`config.mk`:
```
export PLATFORM = sky130hd
export DESIGN_NAME = counter_mod_ud
export DESIGN_NICKNAME = d
export VERILOG_FILES = /design/src/rtl/counter_mod_ud.sv
export SDC_FILE = /design/constraint.sdc
export NUM_CORES = 1
export LEC_CHECK = 0
export ABC_AREA = 1
export CORE_UTILIZATION = 30
export CTS_CLUSTER_SIZE = 10
export DETAILED_ROUTE_END_ITERATION = 8
export MAX_ROUTING_LAYER = met4
export PLACE_DENSITY = 0.47
export SLEW_MARGIN = 15
export SYNTH_ARGS = -nofsm -noshare
export SYNTH_HDL_FRONTEND = slang
export SYNTH_SLANG_ARGS = --single-unit
```
`constraint.sdc`:
```
create_clock -name clk -period 5.7 [get_ports clk]
set_input_delay 0.855 -clock clk [delete_from_list [all_inputs] [get_ports clk]]
set_output_delay 0.855 -clock clk [all_outputs]
set_load 0.1 [all_outputs]
```
`src/rtl/counter_mod_ud.sv`:
```
// counter_mod_ud: up/down counter modulo a runtime-programmable modulus.
// Supports enable, synchronous load, start/stop control, free-running or
// one-shot operation and a combinational terminal-count pulse.
// Optional: define COUNTER_MOD_UD_WRAP_CNT_EN to add a saturating 16-bit
// wrap_cnt output that counts tc pulses and is cleared by start.
module counter_mod_ud #(
   parameter int WIDTH   = 8,
   parameter int MOD_RST = 200
) (
   input  logic             clk,
   input  logic             rst,
   input  logic             en,
   input  logic             start,
   input  logic             stop,
   input  logic             oneshot,
   input  logic             up_dn,
   input  logic             load,
   input  logic [WIDTH-1:0] load_val,
   input  logic             mod_wr,
   input  logic [WIDTH-1:0] mod_in,
   output logic [WIDTH-1:0] count_val,
   output logic             tc,
`ifdef COUNTER_MOD_UD_WRAP_CNT_EN
   output logic [15:0]      wrap_cnt,
`endif
   output logic             busy,
   output logic             done
);

   typedef enum logic [1:0] {IDLE = 2'd0, RUN = 2'd1, DONE = 2'd2} state_t;

   state_t           state, state_nxt;
   logic [WIDTH-1:0] mod_r;
   logic [WIDTH-1:0] count_nxt;
   logic [WIDTH-1:0] top;      // M-1; mod_r==0 (M=2^WIDTH) wraps to all ones
   logic [WIDTH-1:0] init_val;
   logic [WIDTH-1:0] clamp_val;
   logic             term;
   logic             step;

   assign top       = mod_r - 1'b1;
   // Up uses >= so a count left above the range by a modulus shrink still terminates
   assign term      = up_dn ? (count_val >= top) : (count_val == '0);
   assign init_val  = up_dn ? '0 : top;
   // load_val >= M is the same as load_val > M-1, and never true when M=2^WIDTH
   assign clamp_val = (load_val > top) ? top : load_val;
   // A step happens only when no higher-priority control claims the cycle
   assign step      = (state == RUN) && en && !load && !stop && !start;

   // State register
   always_ff @(posedge clk or posedge rst) begin
      if (rst) state <= IDLE;
      else     state <= state_nxt;
   end

   // Next-state logic: load > stop > start > step
   always_comb begin
      state_nxt = state;
      if (load)                          state_nxt = state;
      else if (stop)                     state_nxt = IDLE;
      else if (start)                    state_nxt = RUN;
      else if (step && term && oneshot)  state_nxt = DONE;
   end

   // Outputs decoded from state and the terminal step
   always_comb begin
      busy = (state == RUN);
      done = (state == DONE);
      tc   = step && term;
   end

   // Next count value, same priority chain as the state
   always_comb begin
      count_nxt = count_val;
      if (load)
         count_nxt = clamp_val;
      else if (stop)
         count_nxt = count_val;
      else if (start)
         count_nxt = init_val;
      else if (step) begin
         if (term)
            count_nxt = oneshot ? count_val : init_val;
         else
            count_nxt = up_dn ? count_val + 1'b1 : count_val - 1'b1;
      end
   end

   // Count register
   always_ff @(posedge clk or posedge rst) begin
      if (rst) count_val <= '0;
      else     count_val <= count_nxt;
   end

   // Modulus register, written independently of the control chain
   always_ff @(posedge clk or posedge rst) begin
      if (rst)         mod_r <= WIDTH'(MOD_RST);
      else if (mod_wr) mod_r <= mod_in;
   end

`ifdef COUNTER_MOD_UD_WRAP_CNT_EN
   // Saturating count of terminal pulses, cleared whenever start is seen
   always_ff @(posedge clk or posedge rst) begin
      if (rst)                         wrap_cnt <= '0;
      else if (start)                  wrap_cnt <= '0;
      else if (tc && wrap_cnt != '1)   wrap_cnt <= wrap_cnt + 16'd1;
   end
`endif

endmodule

```
# Word-level counts from Yosys, hierarchy flattened
# Index checks and enable logic that the tools add are counted.
[classes]
n_eq_ne = 4
n_bitwise = 1
n_mux = 13
n_lt_le_gt_ge = 2
n_reduce_logical = 14
add_sub_neg = 3
[ops]
columns = ["cell", "count"]
rows = [
  ["2-to-1 mux 8 bit", 9],
  ["subtractor 8 x 1 -> 8 bit, second input constant", 2],
  ["adder 8 x 1 -> 8 bit, second input constant", 1],
  [">= comparator 8 bit", 1],
  ["> comparator 8 bit", 1],
  ["zero test 8 bit", 1],
  ["logical AND 1 bit", 6],
  ["2-to-1 mux 2 bit", 3],
  ["nonzero test 3 bit", 2],
  ["!= test 4 bit, second input constant", 1],
  ["zero test 1 bit", 3],
  ["AND reduction 3 bit", 1],
  ["== test 2 x 1 -> 1 bit, second input constant", 1],
  ["== test 2 bit, second input constant", 1],
  ["!= test 2 x 1 -> 1 bit, second input constant", 1],
  ["AND reduction 2 bit", 1],
  ["2-to-1 mux 1 bit", 1],
  ["inverter 1 bit", 1],
]
[totals]
input_bits = 25
out_inout_bits = 11
register_bits = 18
wordCells = 40

# Depth between registers and ports, before layout
[depth]
word_depth = 10
depth_mapped = 22
mapped_depth_nobuf = 21

# Worst setup path after synthesis
# OpenSTA, ideal clock, no wires.
[synth_path]
path_kind = "register to output"
from = "reg count_val[0]"
to = "out tc"
path_slack_ns = 1.415
n_path_buf = 1
stages_incl_launch_ff = 18
required_time_ns = 4.845
arrival_time_ns = 3.430
cell_sequence = "dfrtp_1 > inv_1 > ha_1 > inv_1 > nand2_1 > nand2_1 > nand2_1 > nand2_1 > nand2_1 > nand2_1 > nand2_1 > nand2_1 > nand2_1 > nand2_1 > nand2_2 > nand2_2 > buf_6 > nor2_1"
[synth_between]
elab_chain_len = 3
word_cells_on_any_way = 4
classes_between = "1 x order compare; 1 x mux; 2 x reduce/logical"
[synth_rtl]
columns = ["element", "line", "text"]
rows = [
  ["start, declared", "21", "output logic [WIDTH-1:0] count_val,"],
  ["start signal, assigned", "92", "else count_val <= count_nxt;"],
  [">= comparator 8 bit / zero test 8 bit (equally long branches)", "43", "assign term = up_dn ? (count_val >= top) : (count_val == '0);"],
  ["2-to-1 mux 1 bit *", "43", ""],
  ["logical AND 1 bit *", "69", "tc = step && term;"],
  ["end, declared", "22", "output logic tc,"],
]
# Mark *: on every way between the ends. The rest lies on a longest branch, timed or not.

# Final worst setup path
[layout_path]
from = "reg mod_r[0]"
to = "out tc"
[layout_between]
elab_chain_len = 4
[layout_rtl]
columns = ["element", "line", "text"]
rows = [
  ["start, declared", "33", "logic [WIDTH-1:0] mod_r;"],
  ["start signal, assigned", "97", "if (rst) mod_r <= WIDTH'(MOD_RST);"],
  ["start signal, assigned", "98", "else if (mod_wr) mod_r <= mod_in;"],
  ["subtractor 8 x 1 -> 8 bit", "41", "assign top = mod_r - 1'b1;"],
  [">= comparator 8 bit", "43", ""],
  ["2-to-1 mux 1 bit", "43", ""],
  ["logical AND 1 bit", "69", ""],
]
# No other way between the ends.

==> impl_results.md <==
* Failing checks: DRC
* Die Ht at 84.3 um
* Critical Path Sink: tc
* Syn Std Cell Area at 2030 um^2
* Non-Filler Instances at 422
* Post-DP HPWL at 4.47 mm
* Primary FF master, synth: dfrtp_1
* Total gr overflow at 0
* Yosys Warn Count at 0
* Hold Slack at 0.523 ns
* Largest net degree at the start of global routing at 19
* Fin nets at 392
* Layout Area Growth over Synthesis at 22.9%
* Num CTS Buffers at 3
* Synth area leader: dfrtp_1
* Max-slew headroom at 35.3%
* Row Count at 29
* Routability Congestion at 0.842
* Clock root buffer: clkbuf_8
* Initial Util at 31.5%
* Fmax at 226 MHz
* Leak pwr at 1.28 nW
* Final Setup Violations at 0
* Initial antenna violation count at 0
* Critical path class: reg2out
* Final period util at 77.7%
* Vias/cell at 4.81
* Max_cap viols at 0
* Fill count at 718
* R2r startpoint: mod_r[0]
* Post-synthesis average cell area at 6.55 um^2
* Beginning of the critical path: mod_r[0]
* FF+latch count, synth at 18
* Worst min path class: reg2reg
* TNS Setup at 0 ns
* Mapped Nets at 356
* Worst setup EP type: primary output
* Cells after Synth at 310
* Number of flops mapped to enable cells by yosys at 0
* Synth top cells by count: nand2_1 (84), inv_1 (40), nand3_1 (37)
* Most common cell in the netlist: nand2_1
* Worst Tran Pin Value at 0.968 ns
* Vias at 2029
* Reg2reg end: count_val[6]
* Worst Reg-to-Reg Cells at 18
* CP Data Arrival Time at 3.58 ns
* Resized cells post-CTS at 0
* Clk sink count at 18
* Post-route minimum period at 4.43 ns
* Outcome: finished, violations left
* Routing usage on met1 at 20.5%
* Setup Fix Bufs, Post-CTS at 0
* Required time worst endpoint at 4.85 ns
* Pwr dens at 294 nW/um^2
* Vias in the first global route at 2060
* Grt peak-use layer: met2
* Crit-path max FO at 11
* Diodes inserted at 0
* Detail Route Antenna Nets at 0
* Final Util at 38.7%
* Chip width at 84.3 um
* Fraction of layout cells with a size suffix above 1 at 9.57%
* Final-report hold violation count at 0
* Final Max Tran Viols at 0
* Post-synth cell types at 33
* Clock-pin slew on the worst setup and hold paths at 0.08 ns
* # H-tree levels at 1
* Startpoint Class: flop
* Met2 Usage GRT at 31.8%
* Routed wire length per instance at 13.0 um
* GRT Overall Usage at 17.5%
* DRT Wirelength at 5.51 mm
* DR iter-0 viols at 69
* Total I/O pin count at 36
* Fraction of registers with async set/reset at 100%
* Unrepaired setup endpoints after global routing: no
* Drc violations at 4
* Design area at 2500 um^2
* Worst vdd ir at 0.0000752 V
* Core area at 6460 um^2
* CTS Hold Buffers Added at 0
* Placed cell area at 2450 um^2
* Drt pass-1 iters at 6
* Top post-synthesis cells by area: dfrtp_1 (18%), nand2_1 (16%), ha_1 (12%), nand3_1 (9.1%), inv_1 (7.4%)
* Met3 Usage GRT at 2.16%
* Die area at 7110 um^2
* I/O Buffers at 35
* Post-synth top area share at 18.5%
* Cells after DPL at 418
* Clock Latency Late Sink at 0.26 ns
* CTS tree: done
* Sequential-to-total area share from yosys stat at 22.4%
* Worst Skew at 0.00697 ns
* CTS Buffer Depth at 2
* Reg2reg setup slack at 2.91 ns
* First-pass GRT wire length at 9.62 mm
## per-stage QoR
stage | worst slack (ns) | power [mW]
floorplan | 1.41 | 0.525
global placement | 1.39 | 0.640
detailed placement | 1.36 | 0.641
CTS | 1.22 | 0.745
global route | 0.999 | 0.799
finish | 1.27 | 0.735
## cells by family (layout without fill, tap and decap cells)
logic type	after synthesis	count (layout)	share of synthesized area, %
and+or+nand+nor	182	182	42.1
buffers and inverters	47	82	9.24
AOI/OAI and AO/OA	32	32	8.74
adders and majority gates	21	21	13.3
DFF	18	18	22.4
xor gates and xnor gates	10	10	4.31
## cells in the final DEF (no fill, tap or decap)
master | synthesis | layout
a21oi_1 | 14 | 14
xnor2_1 | 6 | 6
xor2_1 | 4 | 4
clkdlybuf4s50_1 | 0 | 35
a21oi_2 | 1 | 1
or2_0 | 1 | 1
clkbuf_1 | 2 | 1
inv_2 | 2 | 2
dfrtp_1 | 15 | 15
or2_2 | 3 | 3
nor2_2 | 3 | 3
o21a_1 | 1 | 1
nor2_1 | 31 | 31
nand3_2 | 8 | 8
o21ai_0 | 11 | 11
ha_1 | 20 | 20
nand2_4 | 1 | 1
nand3_1 | 37 | 37
o31ai_1 | 1 | 1
dfstp_2 | 3 | 3
nand4_4 | 1 | 1
nor4_1 | 1 | 1
clkbuf_8 | 0 | 3
a31oi_1 | 1 | 1
fa_1 | 1 | 1
nand2_2 | 8 | 8
clkinv_1 | 1 | 1
o21bai_1 | 1 | 1
inv_1 | 40 | 40
nand2_1 | 84 | 84
a21o_1 | 1 | 1
nand4_1 | 4 | 4
o211ai_1 | 1 | 1
## sequential cells by signal, summed over array words and instances, names as in the netlist
name       flops
mod_r          8
count_val      8
state          2
## layer usage
layer | wire length, um | share of wire [%] | up-vias
li1 | - | - | 1071
met1 | 2510 | 46 | 906
met2 | 2730 | 50 | 48
met3 | 232 | 4.2 | 4
met4 | 36 | 0.65 | 0
met5 | 0 | 0 | -
## worst max-delay path, stage by stage, from the launching register on
cell             delay [ns]
dfrtp_1                0.38
inv_2                  0.14
ha_1                   0.26
nand2_1                0.09
nor2_2                 0.12
xor2_1                 0.33
ha_1                   0.18
nand2_1                0.05
inv_1                  0.05
nand2_1                0.04
nand2_1                0.05
nand2_1                0.06
nand2_2                0.09
nand2_2                0.16
nor2_1                 0.16
clkdlybuf4s50_1        1.15
## report_power, final
group	leakage (nW)	switching (mW)	internal, mW
clock	0.0228	0.0482	0.0497
sequential	0.215	0.0341	0.149
combinational	1.04	0.303	0.151
## how the worst min path moves through the flow
stage	startpoint	endpoint	cells past startpoint
after floorplan	mod_r[6]	mod_r[6]	2
after global placement	mod_r[6]	mod_r[6]	2
after detailed placement	mod_r[6]	mod_r[6]	2
after CTS	mod_r[6]	mod_r[6]	2
after global routing	mod_r[3]	mod_r[3]	2
final	mod_r[6]	mod_r[6]	2
## final cells by class
class / count / area [um^2] / area share, %
clock buffers: 4 / 45.0 / 1.80
inverters: 43 / 161 / 6.46
multi-input cells: 245 / 1390 / 55.7
flip-flops and latches: 18 / 454 / 18.2
well taps: 77 / 96.3 / 3.86
repair buffers: 35 / 350 / 14.0
No activity file was read; power rests on OpenSTA's default activity.
